`src/rtl/turn_controller.sv`:
```
// rtl/turn_controller.sv - turn sequencing, per-turn countdown, validate/win-check handshakes and score keeping
module turn_controller #(
    parameter int N_PLAYERS   = 2,
    parameter int TURN_CYCLES = 250,
    parameter int MAX_MOVES   = 9,
    parameter int SCORE_W     = 4,
    localparam int PW = ($clog2(N_PLAYERS) > 1) ? $clog2(N_PLAYERS) : 1,
    localparam int TW = $clog2(TURN_CYCLES),
    localparam int MW = $clog2(MAX_MOVES + 1)
) (
    input  logic                         clk,
    input  logic                         rst,
    input  logic                         start,
    input  logic                         move_ready,
    input  logic                         validate_done,
    input  logic                         move_valid,
    input  logic                         check_done,
    input  logic                         win,
    output logic [PW-1:0]                player,
    output logic [TW-1:0]                time_left,
    output logic                         timer_en,
    output logic                         play_random,
    output logic                         validate_req,
    output logic                         check_req,
    output logic                         print_move,
    output logic                         game_over,
    output logic                         tie,
    output logic [PW-1:0]                winner,
    output logic [MW-1:0]                moves,
    output logic [N_PLAYERS*SCORE_W-1:0] scores
);

    typedef enum logic [2:0] {
        S_IDLE,
        S_WAIT_MOVE,
        S_RANDOM,
        S_VALIDATE,
        S_CHECK,
        S_NEXT,
        S_DONE
    } state_t;

    state_t                       state_q;
    state_t                       state_d;
    logic [PW-1:0]                player_q;
    logic [PW-1:0]                first_q;
    logic [PW-1:0]                first_sel;
    logic [TW-1:0]                time_q;
    logic [MW-1:0]                moves_q;
    logic                         print_q;
    logic                         tie_q;
    logic [PW-1:0]                winner_q;
    logic [N_PLAYERS*SCORE_W-1:0] scores_q;
    logic                         start_game;
    logic                         commit;
    logic                         check_hit;
    logic                         board_full;

    function automatic logic [PW-1:0] next_player(input logic [PW-1:0] p);
        return (p == PW'(N_PLAYERS - 1)) ? '0 : p + PW'(1);
    endfunction

    // start only counts while no game is running
    assign start_game = start && (state_q == S_IDLE || state_q == S_DONE);
    // a random move is legal by construction, a submitted one only once validated
    assign commit     = (state_q == S_RANDOM) ||
                        (state_q == S_VALIDATE && validate_done && move_valid);
    assign check_hit  = (state_q == S_CHECK) && check_done;
    assign board_full = (moves_q == MW'(MAX_MOVES));
    // a restart from DONE hands the opening move to the next player
    assign first_sel  = (state_q == S_DONE) ? next_player(first_q) : first_q;

    // state register
    always_ff @(posedge clk or posedge rst) begin
        if (rst) state_q <= S_IDLE;
        else     state_q <= state_d;
    end

    // next-state logic; move_ready wins over a timeout in the same cycle
    always_comb begin
        state_d = state_q;
        case (state_q)
            S_IDLE, S_DONE: if (start) state_d = S_WAIT_MOVE;
            S_WAIT_MOVE: begin
                if (move_ready)          state_d = S_VALIDATE;
                else if (time_q == '0)   state_d = S_RANDOM;
            end
            S_RANDOM:   state_d = S_CHECK;
            S_VALIDATE: if (validate_done) state_d = move_valid ? S_CHECK : S_WAIT_MOVE;
            S_CHECK:    if (check_done) state_d = (win || board_full) ? S_DONE : S_NEXT;
            S_NEXT:     state_d = S_WAIT_MOVE;
            default:    state_d = S_IDLE;
        endcase
    end

    // Moore outputs decoded from the registered state
    always_comb begin
        timer_en     = 1'b0;
        play_random  = 1'b0;
        validate_req = 1'b0;
        check_req    = 1'b0;
        game_over    = 1'b0;
        case (state_q)
            S_WAIT_MOVE: timer_en     = 1'b1;
            S_RANDOM:    play_random  = 1'b1;
            S_VALIDATE:  validate_req = 1'b1;
            S_CHECK:     check_req    = 1'b1;
            S_DONE:      game_over    = 1'b1;
            default:     ;
        endcase
    end

    // current and opening player
    always_ff @(posedge clk or posedge rst) begin
        if (rst) begin
            player_q <= '0;
            first_q  <= '0;
        end else if (start_game) begin
            first_q  <= first_sel;
            player_q <= first_sel;
        end else if (state_q == S_NEXT) begin
            player_q <= next_player(player_q);
        end
    end

    // turn countdown; frozen outside WAIT_MOVE so a rejected move keeps its remaining time
    always_ff @(posedge clk or posedge rst) begin
        if (rst)
            time_q <= '0;
        else if (start_game || state_q == S_NEXT)
            time_q <= TW'(TURN_CYCLES - 1);
        else if (state_q == S_WAIT_MOVE && time_q != '0)
            time_q <= time_q - TW'(1);
    end

    // move counter and the registered commit strobe
    always_ff @(posedge clk or posedge rst) begin
        if (rst) begin
            moves_q <= '0;
            print_q <= 1'b0;
        end else begin
            print_q <= commit;
            if (start_game)  moves_q <= '0;
            else if (commit) moves_q <= moves_q + MW'(1);
        end
    end

    // game result, captured when the win check answers
    always_ff @(posedge clk or posedge rst) begin
        if (rst) begin
            winner_q <= '0;
            tie_q    <= 1'b0;
        end else if (start_game) begin
            winner_q <= '0;
            tie_q    <= 1'b0;
        end else if (check_hit) begin
            if (win) begin
                winner_q <= player_q;
                tie_q    <= 1'b0;
            end else if (board_full) begin
                tie_q    <= 1'b1;
            end
        end
    end

    // per-player saturating scores, kept across games
    always_ff @(posedge clk or posedge rst) begin
        if (rst) begin
            scores_q <= '0;
        end else if (check_hit && win) begin
            for (int k = 0; k < N_PLAYERS; k++) begin
                if (PW'(k) == player_q && scores_q[k*SCORE_W +: SCORE_W] != {SCORE_W{1'b1}})
                    scores_q[k*SCORE_W +: SCORE_W] <= scores_q[k*SCORE_W +: SCORE_W] + SCORE_W'(1);
            end
        end
    end

    assign player     = player_q;
    assign time_left  = time_q;
    assign print_move = print_q;
    assign tie        = tie_q;
    assign winner     = winner_q;
    assign moves      = moves_q;
    assign scores     = scores_q;

endmodule
```
`config.mk`:
```
export PLATFORM = sky130hd
export DESIGN_NAME = turn_controller
export DESIGN_NICKNAME = d
export VERILOG_FILES = /design/src/rtl/turn_controller.sv
export SDC_FILE = /design/constraint.sdc
export NUM_CORES = 1
export LEC_CHECK = 0
export CORE_ASPECT_RATIO = 1.4
export CORE_MARGIN = 3
export CORE_UTILIZATION = 48
export CTS_BUF_LIST = sky130_fd_sc_hd__clkbuf_8 sky130_fd_sc_hd__clkbuf_16
export DETAILED_ROUTE_END_ITERATION = 6
export MAX_ROUTING_LAYER = met4
export PLACE_DENSITY = 0.81
export SLEW_MARGIN = 20
export SYNTH_ARGS = -nofsm -noshare
export SYNTH_HDL_FRONTEND = slang
export SYNTH_SLANG_ARGS = --single-unit
```
`constraint.sdc`:
```
create_clock -name clk -period 4.4 [get_ports clk]
set_input_delay 0.88 -clock clk [delete_from_list [all_inputs] [get_ports clk]]
set_output_delay 0.88 -clock clk [all_outputs]
set_load 0.005 [all_outputs]
```
# After elaboration in Yosys (flattened, before gate mapping)
# Cells that the tools add are included.
word_totals:
  output_inout_bits: 29
  elab_cells: 86
  ff_bits: 28
  inputBits: 8
classes:
  add_sub_neg: 6
  n_eq_ne: 13
  bitwise_logic: 1
  mux: 29
  n_reduce_logical: 27
ops:
  columns: ["cell", "count"]
  rows:
  - ["$mux 3", 6]
  - ["$pmux 3 s6", 1]
  - ["$mux 1", 17]
  - ["$mux 8", 2]
  - ["$add 4x1->4 const B", 3]
  - ["$reduce_bool 2->1", 5]
  - ["$eq 3x3->1 const B", 3]
  - ["$logic_and 1x1->1", 8]
  - ["$logic_not 8->1", 1]
  - ["$mux 4", 2]
  - ["$ne 4x4->1 const B", 2]
  - ["$reduce_and 2->1", 4]
  - ["$reduce_bool 8->1", 1]
  - ["$sub 8x1->8 const B", 1]
  - ["$eq 3x2->1 const B", 2]
  - ["$ne 2x2->1 const B", 3]
  - ["$eq 4x4->1 const B", 1]
  - ["$logic_or 1x1->1", 4]
  - ["$reduce_and 4->1", 1]
  - ["$eq 3x1->1 const B", 1]
  - ["$logic_not 3->1", 1]
  - ["$ne 3x3->1 const B", 1]
  - ["$reduce_bool 3->1", 1]
  - ["$add 1x1->1 const B", 2]
  - ["other kinds (3)", 3]

# Logic depth before layout (Yosys ltp)
logic_depth:
  depth_word: 6
  depth_mapped: 6
  mapped_depth_nobuf: 6

# Worst setup path before layout
# Ideal clock, no wire load.
synth_path:
  kind: "input to register"
  start: "input start"
  end: "register time_q[1] (netlist: time_left[1])"
  cell_stages: 4
  t_required_ns: 4.280
  n_path_buf: 0
  slack_ns: 2.453
  setup_ns: 0.120
  arrival_time_ns: 1.828
  path_cell_list: "inv_1 nor4_2 a21oi_1 and3_1"
synth_between:
  elab_chain_cells: 3
  elab_cells_between_ends: 4
  classes_between: "1 x mux; 3 x reduce/logical"
synth_lines:
  columns: ["item", "line_no", "rtl"]
  rows:
  - ["start: declaration", "13", "input logic start,"]
  - ["$logic_and 1x1->1 (*)", "64", "assign start_game = start && (state_q == S_IDLE || state_q == S_DONE);"]
  - ["$logic_or 1x1->1 (*)", "130", "else if (start_game || state_q == S_NEXT)"]
  - ["$mux 8 / $reduce_bool 2->1 (equally long branches)", null, null]
  - ["end signal: assignment", "131", "time_q <= TW'(TURN_CYCLES - 1);"]
  - ["end signal: assignment", "133", "time_q <= time_q - TW'(1);"]
  - ["end: declaration", "48", "logic [TW-1:0] time_q;"]
# Mark *: on every way between the ends. The rest lies on a longest branch, timed or not.
# A chain may end at the register's enable or synchronous reset.

# Worst setup path after layout
layout_path:
  start: "register state_q[0]"
  end: "output timer_en"
layout_between:
  elab_chain_cells: 2
layout_lines:
  columns: ["item", "line_no", "rtl"]
  rows:
  - ["start: declaration", "43", "state_t state_q;"]
  - ["start signal: assignment", "76", "else state_q <= state_d;"]
  - ["$eq 3x1->1", "103", "case (state_q)"]
  - ["$mux 1", "103", null]
  - ["end: declaration", "21", "output logic timer_en,"]
# No other way between the ends.

==> summary.md <==
| Metric | Value |
|---|---|
| Reg clk slew, reported paths | `0.10 ns` |
| Maximum vdd drop | `0.4068 mV` |
| Dpl hpwl | `2847 um` |
| Site Rows | `24` |
| Final setup vio count | `0` |
| Initial antenna violation count | `0` |
| Pre-CTS setup slack | `1.501 ns` |
| TritonCTS clock tree | `yes` |
| Post_cts resized | `0` |
| Synth cell types | `47` |
| I/O pin cnt | `37` |
| Die width | `56.14 um` |
| Yosys synthesis warning count | `0` |
| Tot GR Track Use | `18.34%` |
| Slowest cell on crit path | `dfrtp_1` |
| Ant. Diodes | `0` |
| Clock H-tree levels | `1` |
| CP Launch Type | `flip-flop` |
| CP required | `3.52 ns` |
| Core area | `3243 um^2` |
| Dpl cells | `230` |
| CP Max Fanout | `21` |
| Cts hold-fix bufs | `0` |
| Port bufs | `36` |
| Critical path's top delay family | `flip-flops` |
| Crit path buf inv count | `1` |
| 1st-pass router iterations | `4` |
| CP max stage delay | `0.78 ns` |
| Initial Util | `52.08%` |
| Setup_tns | `0 ns` |
| Share of post-route cells with drive strength above 1 | `9.744%` |
| Post-Syn Area | `1689 um^2` |
| Hold Vio Cnt, Final | `0` |
| Filler instances | `278` |
| Clock Sinks | `28` |
| Setup Buffers After CTS | `0` |
| Overall power | `1.235 mW` |
| RSZ-0062 raised after global routing | `false` |
| Flops & latches, synth | `28` |
| Max-slew violation count | `0` |
| Layout overhead on the synthesized area | `24.30%` |
| Minimum clock period | `2.975 ns` |
| Clock latency on the worst-skew pair | `0.27 ns` |
| Hold Crit Class | `reg -> reg` |
| Drc violations | `0` |
| Vias per inst | `5.654` |
| Ys async rst share | `100.0%` |
| PD cells | `588.3 nW/um^2` |
| Gate Count Post-Synth | `162` |
| Sequential area share after synthesis | `41.48%` |
| Worst slew pin tran | `0.7172 ns` |
| CTS Buffer Depth | `2` |
| Outcome | `complete, no violations` |
| Global-route wire length before repair | `6299 um` |
| Final Cycle Share | `67.61%` |
| Clock Tree Root | `clkbuf_8` |
| Final Skew | `0.005177 ns` |
| Critical Path End Type | `primary output` |
| Non-filler instance count after layout | `234` |
| Synthesized area per cell | `10.43 um^2` |
| CP Class | `reg -> out` |
| Mapped Nets | `176` |
| Max Cap Viol | `0` |
| Die H | `76.19 um` |
| Leak | `0.8699 nW` |
| Largest net degree at the start of global routing | `29` |
| Antenna-violating nets left | `0` |
| Total gr overflow | `0` |
| Peak Freq | `336.1 MHz` |
| Setup WS post-layout | `1.425 ns` |
| Prevailing post-synth register cell | `dfrtp_1` |
| Relative slew slack | `51.79%` |
| Number of synthesized flops with an enable pin | `0` |
| Drt wl/cell | `15.63 um` |
| Placer Congestion | `0.8569` |
| 1st-iter DRT viols | `33` |
| Routed via count | `1323` |
| Final Net Count | `210` |
| Worst-path cell chain | `nor3b_4, clkdlybuf4s50_1` |
| CP arrival | `2.09 ns` |
| Die footprint | `4277 um^2` |
| Final wirelength | `3658 um` |
| Final hold slack | `0.5121 ns` |
| Vias in the first global route | `1330` |
| CTS Buf Count | `3` |
## cell usage in the layout, fill, tap and decap left out, types with 4 or more instances in the layout
master	n
dfrtp_1	28
a21oi_1	6
nand2_1	15
and3_1	5
xor2_1	5
nand3_1	7
inv_1	8
nor3_1	4
xnor2_1	11
nor2_1	11
ha_1	6
clkdlybuf4s50_1	36
## worst paths after layout
kind                                        start                  endpoint  slack, ns  cells after the start
max                        state_q[0]$_DFFE_PP0P_                  timer_en       1.43                      2
min reg2reg                 scores[3]$_DFFE_PP0P_     scores[3]$_DFFE_PP0P_       0.51                      1
max reg2reg                state_q[2]$_DFFE_PP0P_  time_left[1]$_DFFE_PP0P_       2.24                      4
min in group asynchronous                     rst     scores[1]$_DFFE_PP0P_       0.97                      2
min                         scores[3]$_DFFE_PP0P_     scores[3]$_DFFE_PP0P_       0.51                      1
max in group asynchronous                     rst    state_q[2]$_DFFE_PP0P_       3.05                      2
## logic make-up (layout without fill, tap and decap cells)
| family | count (synthesis) | after routing | share of synthesized area, % |
|---|---|---|---|
| simple gates | 62 | 62 | 21.26 |
| compound gates | 28 | 28 | 14.59 |
| flops | 28 | 28 | 41.48 |
| xor+xnor | 16 | 16 | 8.296 |
| buf+inv | 16 | 49 | 6.148 |
| fa+ha+maj | 6 | 6 | 4.444 |
| mux | 6 | 6 | 3.778 |
## synthesized netlist by cell type, types with 2 or more instances
cell type | instances | share of area, %
dfrtp_1 | 28 | 41
nand2_1 | 15 | 3.3
nor2_1 | 11 | 2.4
xnor2_1 | 11 | 5.7
inv_1 | 9 | 2.0
nand3_1 | 7 | 2.1
a21oi_1 | 6 | 1.8
ha_1 | 6 | 4.4
and3_1 | 5 | 1.9
xor2_1 | 5 | 2.6
nor3_1 | 4 | 1.2
a211oi_1 | 3 | 1.3
buf_6 | 3 | 2.0
mux2_1 | 3 | 2.0
mux2i_1 | 3 | 1.8
o211ai_1 | 3 | 1.3
and2_1 | 2 | 0.74
and3b_2 | 2 | 1.2
clkbuf_8 | 2 | 1.6
nand4_1 | 2 | 0.74
nor2b_1 | 2 | 0.74
nor4_1 | 2 | 0.74
o2111ai_1 | 2 | 1.0
o21ai_0 | 2 | 0.59
or2b_2 | 2 | 1.0
## stage by stage
step / utilization (%) / cell area [um^2]
floorplan: - / 1689
global placement: 62.54 / 2028
detailed placement: 62.54 / 2028
CTS: 64.74 / 2100
global route: 64.74 / 2100
finish: 64.74 / 2100
## sequential cells by signal, indices dropped and copies added, names as in the netlist
signal      count
player          1
print_move      1
time_left       8
scores          8
state_q         3
tie             1
winner          1
moves           4
first_q         1
## area by class of cell
| type | count | area, um^2 | area share (%) |
|---|---|---|---|
| timing repair buffer | 36 | 360.3 | 17.16 |
| clock inverter | 1 | 30.03 | 1.430 |
| multi-input combinational | 118 | 884.6 | 42.13 |
| clock buffer | 3 | 41.29 | 1.967 |
| inverter | 9 | 33.78 | 1.609 |
| tap | 39 | 48.80 | 2.324 |
| sequential | 28 | 700.7 | 33.37 |
## layer usage
metal	up-vias	routed length, um	global-route usage [%]	share of wire, %
li1	641	-	-	-
met1	635	1483	21.36	41
met2	35	1928	31.50	53
met3	12	132	2.373	3.6
met4	0	114	7.363	3.1
met5	-	0	-	0
## worst reg2reg max path, stage by stage, from the launching register on
cell	delay [ns]
dfrtp_1	0.63
and2b_2	0.33
nor4_2	0.55
a21oi_1	0.31
and3_1	0.26
## power breakdown
part	internal, mW	switching, mW
combinational	0.316	0.235
sequential	0.335	0.147
clock	0.122	0.0802
total	0.773	0.463
Power figures use the tool's default switching activity.
